--- config.mk ---
export PLATFORM = sky130hd
export DESIGN_NAME = rs_alu_station
export DESIGN_NICKNAME = d
export VERILOG_FILES = /design/src/rtl/rs_alu_station_pkg.sv /design/src/rtl/rs_alu_station_pick.sv /design/src/rtl/rs_alu_station.sv
export SDC_FILE = /design/constraint.sdc
export NUM_CORES = 2
export LEC_CHECK = 0
export CORE_MARGIN = 4
export CORE_UTILIZATION = 40
export DETAILED_ROUTE_END_ITERATION = 10
export DONT_BUFFER_PORTS = 1
export GPL_ROUTABILITY_DRIVEN = 0
export PLACE_DENSITY = 0.61
export SYNTH_ARGS = -nofsm -noshare
export SYNTH_HDL_FRONTEND = slang
export SYNTH_SLANG_ARGS = --single-unit
--- constraint.sdc ---
create_clock -name clk -period 101.6 [get_ports clk]
set_input_delay 20.32 -clock clk [delete_from_list [all_inputs] [get_ports clk]]
set_output_delay 20.32 -clock clk [all_outputs]
set_load 0.005 [all_outputs]
--- src/rtl/rs_alu_station_pkg.sv ---
// Shared constants for the ALU reservation station: defaults, the "no producer" tag,
// and the bit layout of the {opcode,funct3,funct7} op-code word carried in the name fields.
package rs_alu_station_pkg;

    localparam int RS_SIZE_DEF = 8;
    localparam int TAG_W_DEF   = 4;
    localparam int TAG_NONE    = 0;

    localparam int NAME_F7_LSB  = 0;
    localparam int NAME_F7_W    = 7;
    localparam int NAME_F3_LSB  = 7;
    localparam int NAME_F3_W    = 3;
    localparam int NAME_OPC_LSB = 10;
    localparam int NAME_OPC_W   = 7;

endpackage

--- src/rtl/rs_alu_station_pick.sv ---
// Combinational selector: among requesting entries returns the one with the largest key,
// lowest index winning ties. All-zero keys give plain lowest-index priority.
module rs_pick
    import rs_alu_station_pkg::*;
#(
    parameter int N     = RS_SIZE_DEF,
    parameter int IDX_W = $clog2(RS_SIZE_DEF),
    parameter int KEY_W = 1
) (
    input  logic [N-1:0]       req,
    input  logic [N*KEY_W-1:0] keys,
    output logic [IDX_W-1:0]   idx,
    output logic               hit
);

    logic [KEY_W-1:0] best;

    always_comb begin
        hit  = 1'b0;
        idx  = '0;
        best = '0;
        for (int i = 0; i < N; i++) begin
            if (req[i] && (!hit || keys[i*KEY_W +: KEY_W] > best)) begin
                hit  = 1'b1;
                idx  = IDX_W'(i);
                best = keys[i*KEY_W +: KEY_W];
            end
        end
    end

endmodule

--- src/rtl/rs_alu_station.sv ---
// ALU reservation station: buffers issued ops, snoops ROB/LSB broadcasts, dispatches one ready op
// per cycle. Define RS_AGE_SELECT_EN for oldest-first dispatch instead of lowest-index priority.
module rs_alu_station
    import rs_alu_station_pkg::*;
#(
    parameter int RS_SIZE = RS_SIZE_DEF,
    parameter int TAG_W   = TAG_W_DEF
) (
    input  logic             clk,
    input  logic             rst,
    input  logic             rdy,
    input  logic             flush,
    input  logic             in_ready,
    input  logic [31:0]      in_name,
    input  logic [31:0]      in_rd,
    input  logic [31:0]      in_vj,
    input  logic [31:0]      in_vk,
    input  logic [TAG_W-1:0] in_qj,
    input  logic [TAG_W-1:0] in_qk,
    input  logic [31:0]      in_imm,
    input  logic [TAG_W-1:0] in_dest,
    output logic             rs_full,
    input  logic             rob_ready,
    input  logic [TAG_W-1:0] rob_tag,
    input  logic [31:0]      rob_value,
    input  logic             lsb_ready,
    input  logic [TAG_W-1:0] lsb_tag,
    input  logic [31:0]      lsb_value,
    input  logic             alu_ready,
    output logic             ex_valid,
    output logic [31:0]      ex_name,
    output logic [31:0]      ex_rd,
    output logic [31:0]      ex_vj,
    output logic [31:0]      ex_vk,
    output logic [31:0]      ex_imm,
    output logic [TAG_W-1:0] ex_dest
);

    localparam int IDX_W = $clog2(RS_SIZE);
    localparam logic [TAG_W-1:0] TAG_Z = TAG_W'(TAG_NONE);

    logic [RS_SIZE-1:0] busy;
    logic [RS_SIZE-1:0] busy_n;
    logic [RS_SIZE-1:0] eligible;
    logic [31:0]        e_name [RS_SIZE];
    logic [31:0]        e_rd   [RS_SIZE];
    logic [31:0]        e_vj   [RS_SIZE];
    logic [31:0]        e_vk   [RS_SIZE];
    logic [31:0]        e_imm  [RS_SIZE];
    logic [TAG_W-1:0]   e_qj   [RS_SIZE];
    logic [TAG_W-1:0]   e_qk   [RS_SIZE];
    logic [TAG_W-1:0]   e_dest [RS_SIZE];

    logic [IDX_W-1:0] sel_idx;
    logic             sel_hit;
    logic [IDX_W-1:0] free_idx;
    logic             free_hit;
    logic             issue;
    logic             dispatch;

    // ROB beats LSB when both carry the awaited tag.
    function automatic logic [TAG_W+31:0] snoop(input logic [TAG_W-1:0] q, input logic [31:0] v);
        logic [TAG_W+31:0] r;
        r = {q, v};
        if (q != TAG_Z) begin
            if (rob_ready && rob_tag == q)
                r = {TAG_Z, rob_value};
            else if (lsb_ready && lsb_tag == q)
                r = {TAG_Z, lsb_value};
        end
        return r;
    endfunction

`ifdef RS_AGE_SELECT_EN
    localparam int KEY_W = IDX_W + 1;
    logic [KEY_W-1:0]         age_cnt;
    logic [KEY_W-1:0]         e_stamp [RS_SIZE];
    logic [RS_SIZE*KEY_W-1:0] sel_keys;

    // Distance back from the issue counter: larger means issued earlier.
    always_comb begin
        sel_keys = '0;
        for (int i = 0; i < RS_SIZE; i++)
            sel_keys[i*KEY_W +: KEY_W] = age_cnt - e_stamp[i];
    end

    always_ff @(posedge clk) begin
        if (rst)
            age_cnt <= '0;
        else if (rdy && !flush)
            age_cnt <= age_cnt + KEY_W'(issue);
    end
`else
    localparam int KEY_W = 1;
    logic [RS_SIZE*KEY_W-1:0] sel_keys;
    assign sel_keys = '0;
`endif

    always_comb begin
        eligible = '0;
        for (int i = 0; i < RS_SIZE; i++)
            eligible[i] = busy[i] && e_qj[i] == TAG_Z && e_qk[i] == TAG_Z;
    end

    rs_pick #(.N(RS_SIZE), .IDX_W(IDX_W), .KEY_W(KEY_W)) u_sel (
        .req  (alu_ready ? eligible : '0),
        .keys (sel_keys),
        .idx  (sel_idx),
        .hit  (sel_hit)
    );

    rs_pick #(.N(RS_SIZE), .IDX_W(IDX_W), .KEY_W(1)) u_free (
        .req  (~busy),
        .keys ('0),
        .idx  (free_idx),
        .hit  (free_hit)
    );

    assign rs_full  = &busy;
    assign issue    = rdy && !flush && in_ready && !rs_full && free_hit;
    assign dispatch = rdy && !flush && sel_hit;

    always_comb begin
        busy_n = busy;
        if (dispatch)
            busy_n[sel_idx] = 1'b0;
        if (issue)
            busy_n[free_idx] = 1'b1;
    end

    always_ff @(posedge clk) begin
        if (rst) begin
            busy     <= '0;
            ex_valid <= 1'b0;
            ex_name  <= '0;
            ex_rd    <= '0;
            ex_vj    <= '0;
            ex_vk    <= '0;
            ex_imm   <= '0;
            ex_dest  <= '0;
        end else if (!rdy) begin
            ex_valid <= 1'b0;
        end else if (flush) begin
            busy     <= '0;
            ex_valid <= 1'b0;
            ex_name  <= '0;
            ex_rd    <= '0;
            ex_vj    <= '0;
            ex_vk    <= '0;
            ex_imm   <= '0;
            ex_dest  <= '0;
        end else begin
            busy     <= busy_n;
            ex_valid <= dispatch;
            if (dispatch) begin
                ex_name <= e_name[sel_idx];
                ex_rd   <= e_rd[sel_idx];
                ex_vj   <= e_vj[sel_idx];
                ex_vk   <= e_vk[sel_idx];
                ex_imm  <= e_imm[sel_idx];
                ex_dest <= e_dest[sel_idx];
            end
        end
    end

    // Entry payload needs no reset: busy qualifies every use of it.
    always_ff @(posedge clk) begin
        if (rdy && !flush) begin
            for (int i = 0; i < RS_SIZE; i++) begin
                if (busy[i]) begin
                    {e_qj[i], e_vj[i]} <= snoop(e_qj[i], e_vj[i]);
                    {e_qk[i], e_vk[i]} <= snoop(e_qk[i], e_vk[i]);
                end
            end
            if (issue) begin
                e_name[free_idx] <= in_name;
                e_rd[free_idx]   <= in_rd;
                e_imm[free_idx]  <= in_imm;
                e_dest[free_idx] <= in_dest;
                {e_qj[free_idx], e_vj[free_idx]} <= snoop(in_qj, in_vj);
                {e_qk[free_idx], e_vk[free_idx]} <= snoop(in_qk, in_vk);
`ifdef RS_AGE_SELECT_EN
                e_stamp[free_idx] <= age_cnt;
`endif
            end
        end
    end

endmodule

==> results.py <==
metrics = {
    "placement": {
        "portBuffers": 0,
        "place_inst": 8290,
        "place_hpwl_mm": 159,
        "post-place-ws_ns": 76.19,
    },
    "sta": {
        "setup_tns_ns": 0,
        "hold_violations": 0,
        "setup_viol": 0,
        "setup_slack_ns": 76.82,
        "worst_slew_pin_slew_ns": 1.51,
        "skew_ns": 0.0583,
        "rsz0062_at_grt": "false",
        "fmax_mhz": 40.3,
        "relSlewSlack": -0.0108,
        "drv_slew": 5,
        "period_minus_slack_ns": 24.78,
        "fin_crit_sh": 0.244,
    },
    "die": {
        "ioPinCount": 418,
        "coreArea_mm2": 0.186,
        "die_w_um": 440,
        "start_util": 0.403,
        "die_area_mm2": 0.194,
        "rows": 158,
        "die_h_um": 440,
    },
    "logic_synthesis": {
        "netlist_instances": 6380,
        "synth_top_cell_by_area": "edfxtp_1",
        "ys_seq_area_frac": 0.599,
        "synth_area_leaders": "edfxtp_1, mux2i_1, nand2_1, dfxtp_1, a22o_1",
        "syn-num-nets": 6632,
        "ys_ff_latch": 1549,
        "synth_warnings": 0,
        "syn_area_per_cell_um2": 11.7,
        "ys_async_sr_fraction": 0,
        "synth-edff-count": 1376,
        "ys_types": 63,
        "synth_top_area_share": 0.553,
        "synth_ff_type": "edfxtp_1",
        "syn-cell-area_mm2": 0.0748,
    },
    "drt": {
        "wirelength_mm": 290,
        "first_pass_iters": 8,
        "wire_per_inst_um": 33.6,
        "drtAntennaViolNets": 0,
        "vias_per_cell": 6.79,
        "drt-initial-drc-count": 8585,
        "drc": 0,
        "vias": 58587,
    },
    "critical_path": {
        "cp_slowest_cell": "nor2_4",
        "worst_path_most_repeated_cell": "buf_4",
        "required_ns": 102.35,
        "path_cells": "and4_1, nor2_1, nand3_1, o21a_1, nor2_4, buf_4, buf_4, buf_4, a22o_1",
        "cp.arrival_ns": 25.54,
        "r2r_slack_ns": 95.57,
        "critPathMaxStageDelay_ns": 0.94,
        "cp-end-kind": "flop",
        "path_max_fanout": 50,
        "cp_num_buf_inv": 3,
        "worstSetupPathType": "input port to flop",
        "start_kind": "input port",
        "crit_family": "buffers and inverters",
    },
    "layout": {
        "stdcell_count": 8627,
        "final_common_cell": "edfxtp_1",
        "syn_to_final_growth_pct": 9.89,
        "nets": 6235,
        "fin_util": 0.443,
        "final_cell_mix": "edfxtp_1, nand2_1, mux2i_1",
        "drive_gt1_frac": 0.0764,
    },
    "grt": {
        "overflow": 0,
        "gr-usage-all-layers": 0.289,
        "antenna_found_initial": 26,
        "grt_pass1_wl_mm": 411,
        "grt_max_degree": 175,
        "grt_pass1_vias": 55970,
    },
    "clock_tree": {
        "cts_num_sinks": 1549,
        "clkSlewWorstSetupHoldPaths_ns": 0.06,
        "postCtsSetupBuffers": 0,
        "cts_max_level": 4,
        "insertion_delay_ns": 0.83,
        "ctsResizeCount": 0,
        "numCtsBuffers": 171,
        "tritoncts": "done",
        "clockRootBuffer": "clkbuf_16",
        "hold_buffers": 0,
        "clockBufferDepth": 3,
    },
    "power_and_ir_drop": {
        "total_power_mw": 1.39,
        "powerDensity_mw_per_mm2": 16.9,
        "power_leakage_nw": 25.5,
        "ir_worst_vdd_uv": 14.2,
    },
    "outcome": {
        "violations": "capacitance limit, slew limit",
        "outcome": "complete, but fails checks",
    },
    "worst_hold_path": {
        "hold_path.class": "flop to flop",
    },
    "flow_run": {
        "cap_violations": 1,
    },
}
## per-layer routing
layer | up-vias | GRT usage | part of all wire
met5 | - | 0 | 0.000045
met4 | 2 | 0.178 | 0.069
met3 | 1013 | 0.0846 | 0.12
met2 | 4216 | 0.451 | 0.45
met1 | 29056 | 0.354 | 0.36
li1 | 24300 | - | -
## report_power, final
part	total [mW]	internal, mW	switching [mW]
Sequential	0.711	0.705	0.00612
Clock	0.623	0.351	0.272
Combinational	0.0581	0.0203	0.0377
## worst reg2reg max path: cells and delay by family (launching register included)
| kind | cells | cell delay, ns |
|---|---|---|
| AOI/OAI and AO/OA | 2 | 0.53 |
| buffers and inverters | 3 | 2.64 |
| DFF | 1 | 0.45 |
| and+or+nand+nor | 5 | 2.35 |
## synthesized netlist by cell type (63+ instances only)
| master | n |
|---|---|
| edfxtp_1 | 1376 |
| nand2_1 | 992 |
| clkbuf_1 | 502 |
| mux2i_1 | 428 |
| a21oi_1 | 417 |
| a22o_1 | 368 |
| a221oi_1 | 287 |
| o21ai_0 | 284 |
| o211ai_1 | 210 |
| dfxtp_1 | 173 |
| nand3_1 | 140 |
| o221ai_1 | 116 |
| a31oi_1 | 107 |
| buf_2 | 99 |
| nor2_1 | 88 |
| o22a_1 | 85 |
| xor2_1 | 78 |
| o22ai_1 | 71 |
| buf_1 | 70 |
| a32oi_1 | 67 |
| a32o_1 | 65 |
| xnor2_1 | 63 |
## final cells by class
type	count	area, um2
Timing Repair Buffer	129	1070
Clock buffer	244	4740
Clock inverter	75	807
Tap cell	2480	3100
Fill cell	16920	103000
Sequential cell	1549	44800
Inverter	22	138
Multi-Input combinational cell	4110	27500
Antenna cell	18	45.0
## registers in the layout, indices dropped and copies added (netlist names), 256 cells and up
register and flops:
e_imm 256, e_rd 256, e_vj 256, e_vk 256, e_name 256
## worst paths after layout
path,from,endpoint,cells after the start
worst max-delay path,alu_ready,ex_imm[21]$_SDFFE_PP0P_,9
worst min-delay path,ex_rd[28]$_SDFFE_PP0P_,ex_rd[28]$_SDFFE_PP0P_,1
worst max register to register,e_qj[8]$_DFFE_PP_,ex_imm[21]$_SDFFE_PP0P_,10
worst min register to register,ex_rd[28]$_SDFFE_PP0P_,ex_rd[28]$_SDFFE_PP0P_,1
## through the flow
stage | area [um2] | hold slack, ns
after CTS | 82100 | 0.523
after global routing | 82200 | 0.537
after detailed placement | 76600 | 0.509
final | 82200 | 0.509
after floorplan | 74800 | 0.466
after global placement | 76600 | 0.506
## logic make-up after synthesis
| logic type | count (synthesis) | share of synthesized area |
|---|---|---|
| AOI/OAI and AO/OA | 2194 | 0.213 |
| DFF | 1549 | 0.599 |
| and+or+nand+nor | 1345 | 0.0746 |
| buffers and inverters | 721 | 0.0397 |
| muxes | 430 | 0.0576 |
| xor gates and xnor gates | 141 | 0.0165 |
Power figures use the tool's default switching activity.
